**config.mk**
```make
export PLATFORM = sky130hd
export DESIGN_NAME = push_debouncer
export DESIGN_NICKNAME = d
export VERILOG_FILES = /design/src/rtl/push_debouncer.sv
export SDC_FILE = /design/constraint.sdc
export NUM_CORES = 1
export LEC_CHECK = 0
export ABC_AREA = 1
export CAP_MARGIN = 15
export CORE_MARGIN = 1.5
export CORE_UTILIZATION = 64
export CTS_BUF_LIST = sky130_fd_sc_hd__clkbuf_2
export DETAILED_ROUTE_END_ITERATION = 7
export PLACE_DENSITY_LB_ADDON = 0.08
export SYNTH_ARGS = -nofsm -noshare
export SYNTH_HDL_FRONTEND = slang
export SYNTH_SLANG_ARGS = --single-unit
```
**constraint.sdc**
```tcl
create_clock -name clk -period 2.1 [get_ports clk]
set_input_delay 0.42 -clock clk [delete_from_list [all_inputs] [get_ports clk]]
set_output_delay 0.42 -clock clk [all_outputs]
set_load 0.02 [all_outputs]
```
**src/rtl/push_debouncer.sv**
```systemverilog
// Debounces one active-low push/handshake input: a two-flop synchronizer feeds a
// counting filter that accepts a new level only after 2^N consecutive differing clocks.
module push_debouncer #(
  parameter int N = 16
) (
  input  logic clk,
  input  logic reset,
  input  logic push_in,
  output logic push_level,
  output logic falling_edge,
  output logic rising_edge
);

  localparam logic [N-1:0] CNT_MAX = '1;

  logic         sync1;
  logic         sync2;
  logic         stable;
  logic [N-1:0] cnt;

  always_ff @(posedge clk) begin
    if (!reset) begin
      sync1        <= 1'b1;
      sync2        <= 1'b1;
      stable       <= 1'b1;
      cnt          <= '0;
      falling_edge <= 1'b0;
      rising_edge  <= 1'b0;
    end else begin
      sync1        <= push_in;
      sync2        <= sync1;
      falling_edge <= 1'b0;
      rising_edge  <= 1'b0;
      // Any agreement with the current level restarts the qualification window.
      if (sync2 == stable) begin
        cnt <= '0;
      end else if (cnt == CNT_MAX) begin
        stable       <= sync2;
        cnt          <= '0;
        falling_edge <= ~sync2;
        rising_edge  <= sync2;
      end else begin
        cnt <= cnt + N'(1);
      end
    end
  end

  assign push_level = stable;

endmodule

```
==> metrics.yaml, run 1 <==
seqCellArea_um2: 420
worst-r2r-cell-count: 6
multi_input_comb_area_um2: 460
crit_path_max_incr_delay_ns: 0.62
hold_violations: 0
top_cell_type_s_share_of_synthesized_area_pct: 43.4
synthArstFlopShare_pct: 0
worstSetupStartpoint: "push_level"
design.die.area_mm2: 0.00176
setup_total_negative_slack_ns: 0
antenna-diode-count: 0
start_util_pct: 71.7
r2r-end: "cnt[7]"
tritoncts_clock_tree: "built"
cts.sink_count: 21
layout.cells.most_common: "sky130_fd_sc_hd__nand2_1"
cellInternalPower_uw: 457
netlist_area_um2: 968
swShare_pct: 21.4
synth.top_cells.by_area: "sky130_fd_sc_hd__dfxtp_1 (43%), sky130_fd_sc_hd__nand2_1 (14%), sky130_fd_sc_hd__nor2_1 (9.7%), sky130_fd_sc_hd__inv_1 (7.4%), sky130_fd_sc_hd__nand3_1 (5.2%)"
crit-reg2reg-launch: "cnt[0]"
timing.final.setup_violations: 0
min-delay-path-class: "reg2reg"
rows: 13
route.antenna.remaining_nets: 0
worst-path-buf-inv: 1
postSynthRegisterBits: 21
tightestPinTransition_ns: 0.403
pin_count: 6
min_path_cells: 2
leakage_nw: 0.423
outcome: "complete, no violations"
placed_cells_incl_taps: 157
areaGrowthSynthToFinish_pct: 8.01
hpwl_um: 1110
power.sequential.fraction_pct: 69.2
netSwitchingPower_uw: 125
skew_ns: 0.00123
arrival_ns: 1.34
worstSetupEndpoint: "push_level"
postCtsSetupBuffers: 0
placeableCoreArea_mm2: 0.00135
total_power_divided_by_cell_area_mw_per_mm2: 556
worst_hold_slack_ns: 0.428
worstSkewPairLatency_ns: 0.32
timing.final.crit_share_pct: 83.9
netlist_instances: 138
globalRouteOverflowTotal: 0
layout_cells_excl_fill: 161
port-buffer-count: 5
cts.clk_slew.worst_paths_ns: 0.18
p_clk_share_pct: 28.8
cts.htree.levels: 1
cts_resized: 0
rsz_0062_raised_after_global_routing: "no"
setup.worst_path.end_class: "output pin"
route.vias.total: 794
crit_family: "buffers and inverters"
detail_route.iter0.violations: 20
clock_tree.root_cell: "sky130_fd_sc_hd__clkbuf_2"
worstSetupPathDepth: 1
cts_max_path_buffers: 2
combPwrFrac_pct: 2.0
yosys_warnings: 0
drive_gt1_share_pct: 7.53
drc_errors: 0
dieHeight_um: 41.9
worst_ir_drop_vdd_mv: 0.588
hp-start: "sync1"
leading_cell_types_in_the_layout_fill_and_taps_excluded: "sky130_fd_sc_hd__nand2_1 (36), sky130_fd_sc_hd__nor2_1 (25), sky130_fd_sc_hd__dfxtp_1 (21)"
fillerInstances: 108
crit_type: "reg2out"
post_synth_num_cell_types: 17
grt_first_pass_wirelength_um: 2510
total_wire_length_after_detailed_routing_um: 1430
critical-path-slowest-cell: "sky130_fd_sc_hd__clkdlybuf4s50_1"
grt_max_degree: 16
synth_fp_nets: 142
worst_setup_path_start_kind: "flip-flop"
internal_reg_to_reg_setup_slack_ns: 0.61
maxCapViolCount: 0
seq_area_frac_synth_pct: 43.4
number_of_clock_buffers_inserted_by_tritoncts: 3
place.gp.congestion: 0.827
post-synth-top-area-cell: "sky130_fd_sc_hd__dfxtp_1"
syn_avg_cell_area_um2: 7.02
number_of_antenna_violations_at_the_first_check_in_global_routing: 0
avgRoutedWirePerCell_um: 8.91
largest_fanout_on_the_critical_path: 4
post-route-min-period_ns: 1.76
required_ns: 1.68
die_w_um: 41.9
timing.max_slew.rel_slack_pct: 73.0
synth-edff-count: 0
final_max_slew_viol_count: 0
routed_via_density: 4.93
synth-main-ff-cell: "sky130_fd_sc_hd__dfxtp_1"
grtUsageTotal_pct: 18.6
cp_cell_sequence: "clkdlybuf4s50_1"
hold_buffer_count_at_cts: 0
max_freq_mhz: 567
via_count_of_the_first_global_routing_pass: 629
detailedRoute.firstPassIterationCount: 4
layout.nets: 151
-- through the flow --
| stage | power (mW) | instance area (um^2) | util [%] | worst slack [ns] |
|---|---|---|---|---|
| after global routing | 0.606 | 1050 | 77.5 | 0.270 |
| after floorplan | 0.418 | 968 | - | 0.785 |
| final | 0.582 | 1050 | 77.5 | 0.337 |
| after detailed placement | 0.423 | 1030 | 76.0 | 0.591 |
| after CTS | 0.586 | 1050 | 77.5 | 0.321 |
| after global placement | 0.423 | 1030 | 76.0 | 0.632 |
-- how the worst min path moves through the flow --
stage                        to  slack (ns)
after floorplan           sync2        0.38
after global placement    sync2        0.40
after detailed placement  sync2        0.40
after CTS                 sync2        0.44
after global routing      sync2        0.46
final                     sync2        0.43
-- power groups by stage --
| stage | Clock [mW] | Sequential [mW] | Combinational [mW] |
|---|---|---|---|
| after CTS | 0.172 | 0.403 | 0.0119 |
| after floorplan | 0 | 0.411 | 0.00726 |
| after detailed placement | 0 | 0.411 | 0.0119 |
| after global routing | 0.189 | 0.404 | 0.0134 |
| final | 0.167 | 0.403 | 0.0117 |
| after global placement | 0 | 0.411 | 0.0116 |
-- synthesized netlist by cell type (2+ instances only) --
| library cell | count |
|---|---|
| sky130_fd_sc_hd__dfxtp_1 | 21 |
| sky130_fd_sc_hd__xnor2_1 | 3 |
| sky130_fd_sc_hd__a21oi_1 | 4 |
| sky130_fd_sc_hd__inv_1 | 19 |
| sky130_fd_sc_hd__nor2_2 | 4 |
| sky130_fd_sc_hd__nand2_1 | 36 |
| sky130_fd_sc_hd__nand4_1 | 5 |
| sky130_fd_sc_hd__nor2_1 | 25 |
| sky130_fd_sc_hd__nor3_1 | 2 |
| sky130_fd_sc_hd__xor2_1 | 3 |
| sky130_fd_sc_hd__nand3_1 | 10 |
-- tightest hold or removal path: stages, from the launching register on --
cell and delay [ns]:
sky130_fd_sc_hd__dfxtp_1 0.34, sky130_fd_sc_hd__inv_1 0.03, sky130_fd_sc_hd__nand2_1 0.04
-- metal layers --
layer	vias to the layer above	track usage [%]	share of wire, %
met3	4	2.61	3.3
met2	15	28.1	44
met4	0	11.6	2.5
met1	327	24.8	50
met5	-	0	0
li1	448	-	-
-- flip-flops by register name (all words and copies together) (netlist names) --
name / count
cnt: 16
falling_edge: 1
push_level: 1
rising_edge: 1
sync1: 1
sync2: 1
-- logic make-up after synthesis --
kind of cell | share of synthesized area, %
AOI/OAI and AO/OA | 3.75
xor gates and xnor gates | 5.43
adders and majority gates | 1.29
buffers and inverters | 9.04
DFF | 43.4
and+or+nand+nor | 37.1
-- layout make-up --
| cell class | count | area share [%] |
|---|---|---|
| Multi-Input combinational cell | 96 | 44.0 |
| Sequential cell | 21 | 40.2 |
| Clock buffer | 4 | 1.91 |
| Timing Repair Buffer | 5 | 4.78 |
| Inverter | 20 | 7.30 |
| Tap cell | 15 | 1.79 |
(Power assumes the default switching activity.)
==> run 2, diff against run 1 <==
--- a/config.mk
+++ b/config.mk
@@ -8,7 +8,7 @@
 export ABC_AREA = 1
 export CAP_MARGIN = 15
 export CORE_MARGIN = 1.5
-export CORE_UTILIZATION = 64
+export CORE_UTILIZATION = 54
 export CTS_BUF_LIST = sky130_fd_sc_hd__clkbuf_2
 export DETAILED_ROUTE_END_ITERATION = 7
 export PLACE_DENSITY_LB_ADDON = 0.08
==> constraint.sdc (replaced) <==
create_clock -name clk -period 1.44 [get_ports clk]
set_input_delay 0.288 -clock clk [delete_from_list [all_inputs] [get_ports clk]]
set_output_delay 0.288 -clock clk [all_outputs]
set_load 0.02 [all_outputs]
==> run 2 against run 1 <==
Against the previous run:
- clock skew grew 0.00094 ns
- register-to-register slack worse by 0.56 ns
- utilization is 13 points lower
- critical path depth increased by 6
- design area is 5.7% higher
- sequential cell count unchanged
- final cell count is 8.7% higher
- total power grew 48%
- global-route usage is 1.7 points higher
- largest power group unchanged
- setup slack lost 0.29 ns
==> metrics.yaml, run 2 (synthesized netlist as in run 1, its figures left out) <==
outcome: "complete, no violations"
crit_path_max_incr_delay_ns: 0.40  # -0.22 ns
place.gp.congestion: 0.789  # -4.5%
start_util_pct: 56.7  # -15 points
pin_count: 6  # unchanged
grt_first_pass_wirelength_um: 2940  # +17%
crit-reg2reg-launch: "cnt[0]"
timing.max_slew.rel_slack_pct: 78.6  # +5.5 points
areaGrowthSynthToFinish_pct: 14.2
placeableCoreArea_mm2: 0.00171  # +27%
avgRoutedWirePerCell_um: 10.7  # +20%
post-layout-total-power_uw: 862  # +48%
grtUsageTotal_pct: 20.3  # +1.7 points
via_count_of_the_first_global_routing_pass: 717  # +14%
timing.final.setup_violations: 0  # unchanged
port-buffer-count: 5  # unchanged
largest_reg_flops: 16  # unchanged
leakage_nw: 0.451  # +6.8%
tightestPinTransition_ns: 0.320  # -0.0827 ns
layout_cells_excl_fill: 175  # +8.7%
r2r-end: "cnt[9]"
worst-path-buf-inv: 1  # unchanged
p_clk_share_pct: 29.1  # +0.3 points
design.die.area_mm2: 0.00206  # +17%
globalRouteOverflowTotal: 0  # unchanged
timing.final.crit_share_pct: 96.5
finalInstanceArea_mm2: 0.00111  # +5.7%
tritoncts_clock_tree: "built"
cts.clk_slew.worst_paths_ns: 0.19  # about the same
crit_type: "reg2reg"
required_ns: 1.69  # about the same
clock_tree.root_cell: "sky130_fd_sc_hd__clkbuf_2"
largest_fanout_on_the_critical_path: 8  # +4
number_of_clock_buffers_inserted_by_tritoncts: 3  # unchanged
hold_violations: 0  # unchanged
die_w_um: 45.4  # +8.2%
arrival_ns: 1.64  # +0.30 ns
total_wire_length_after_detailed_routing_um: 1870  # +30%
dieHeight_um: 45.4  # +8.2%
worst_ir_drop_vdd_mv: 0.714  # +21%
route.vias.total: 828  # +4.3%
detail_route.iter0.violations: 21  # +5.0%
combPwrFrac_pct: 2.7  # +0.7 points
drc_errors: 0  # unchanged
worst-r2r-cell-count: 7  # +1
whs_endpoint: "sync2"
cts.sink_count: 21  # unchanged
placed_cell_areas_mm2: 0.00106  # +3.4%
worst_setup_path_start_kind: "flip-flop"
routed_via_density: 4.73  # -4.1%
crit_family: "flip-flops"
placed_cells_incl_taps: 170  # +8.3%
power.sequential.fraction_pct: 68.2  # -1.0 points
cp_cell_sequence: "ha_2, nand2_1, nor2_2, nand2_2, o21ai_4, buf_6, nor2_1"
maxCapViolCount: 0  # unchanged
internal_reg_to_reg_setup_slack_ns: 0.05  # -0.56 ns
hold_buffer_count_at_cts: 0  # unchanged
hp-start: "sync1"
leading_cell_types_in_the_layout_fill_and_taps_excluded: "sky130_fd_sc_hd__nand2_1 (36), sky130_fd_sc_hd__nor2_1 (24), sky130_fd_sc_hd__inv_1 (19), sky130_fd_sc_hd__dfxtp_1 (19), sky130_fd_sc_hd__nand3_1 (10)"
worstSetupStartpoint: "cnt[0]"
rows: 15  # +2
critical-path-slowest-cell: "sky130_fd_sc_hd__dfxtp_2"
grt_max_degree: 12  # -4
hpwl_um: 1340  # +21%
max_freq_mhz: 720
route.antenna.remaining_nets: 0  # unchanged
cts_max_path_buffers: 2  # unchanged
layout.cells.most_common: "sky130_fd_sc_hd__nand2_1"
netSwitchingPower_uw: 191  # +53%
antenna-diode-count: 0  # unchanged
final_max_slew_viol_count: 0  # unchanged
swShare_pct: 22.1  # +0.67 points
post-route-min-period_ns: 1.39
max_flop_register: "cnt"
min-delay-path-class: "reg2reg"
cellInternalPower_uw: 672  # +47%
drive_gt1_share_pct: 12.7  # +5.1 points
setup.worst_path.end_class: "flip-flop"
layout.nets: 155  # +2.6%
detailedRoute.firstPassIterationCount: 6  # +2
total_power_divided_by_cell_area_mw_per_mm2: 779  # +40%
skew_ns: 0.00217  # +0.000936 ns
cts.htree.levels: 1  # unchanged
min_path_cells: 2  # unchanged
worstSkewPairLatency_ns: 0.32  # about the same
setup_total_negative_slack_ns: 0  # unchanged
number_of_antenna_violations_at_the_first_check_in_global_routing: 0  # unchanged
worst_hold_slack_ns: 0.437  # +0.00892 ns
-- run 2: cell count changes in the layout (fill, tap and decap cells not counted), sizes merged --
| cell | previous run | this run |
|---|---|---|
| clkdlybuf4s50 | 5 | 2 |
| clkdlybuf4s15 | 0 | 1 |
| buf | 0 | 4 |
| dlygate4sd2 | 0 | 2 |
-- run 2: how the worst max path moves through the flow --
stage,slack (ns),cells past startpoint,to
after floorplan,0.12,7,cnt[5]
after global placement,0.09,6,cnt[2]
after detailed placement,0.04,6,cnt[10]
after CTS,0.03,6,cnt[10]
after global routing,-0.03,7,cnt[14]
final,0.05,7,cnt[9]
-- run 2: repair_timing --
item                       4_1_cts  5_1_grt
setup buffers                    0        1
setup endpoints to repair        3       20
pin swaps                        0        3
resized for setup                3        8
-- run 2: final cells by class --
cell class	count	area, um^2
repair buffers	9	85.1
clock buffers	4	20.0
inverters	20	76.3
flip-flops and latches	21	423
multi-input cells	96	470
well taps	25	31.3
fillers	159	602
-- run 2: power groups by stage --
stage          sequential (mW)  clock [mW]  combinational [mW]
2_1_floorplan            0.599           0              0.0106
3_5_place_dp             0.600           0              0.0216
6_report                 0.588       0.251              0.0230
3_3_place_gp             0.600           0              0.0212
5_1_grt                  0.589       0.279              0.0255
4_1_cts                  0.588       0.260              0.0217
-- run 2: worst min-delay path, delay by kind of cell (launching register included) --
family / cells / cell delay [ns]
flops: 1 / 0.35
simple gates: 1 / 0.04
buf+inv: 1 / 0.04
-- run 2: stage by stage --
stage | worst slack [ns] | utilization (%)
finish | 0.0504 | 64.8
global route | -0.0323 | 64.8
CTS | 0.0280 | 63.1
detailed placement | 0.0392 | 62.1
global placement | 0.0854 | 62.1
floorplan | 0.125 | -
-- run 2: per-layer routing --
layer / vias to the layer above / wire length [um] / track usage (%) / part of all wire (%)
met1: 368 / 880 / 25.6 / 47
met3: 4 / 25 / 3.60 / 1.3
met5: - / 0 / 0 / 0
met2: 5 / 913 / 32.9 / 49
met4: 0 / 49 / 10.6 / 2.6
li1: 451 / - / - / -
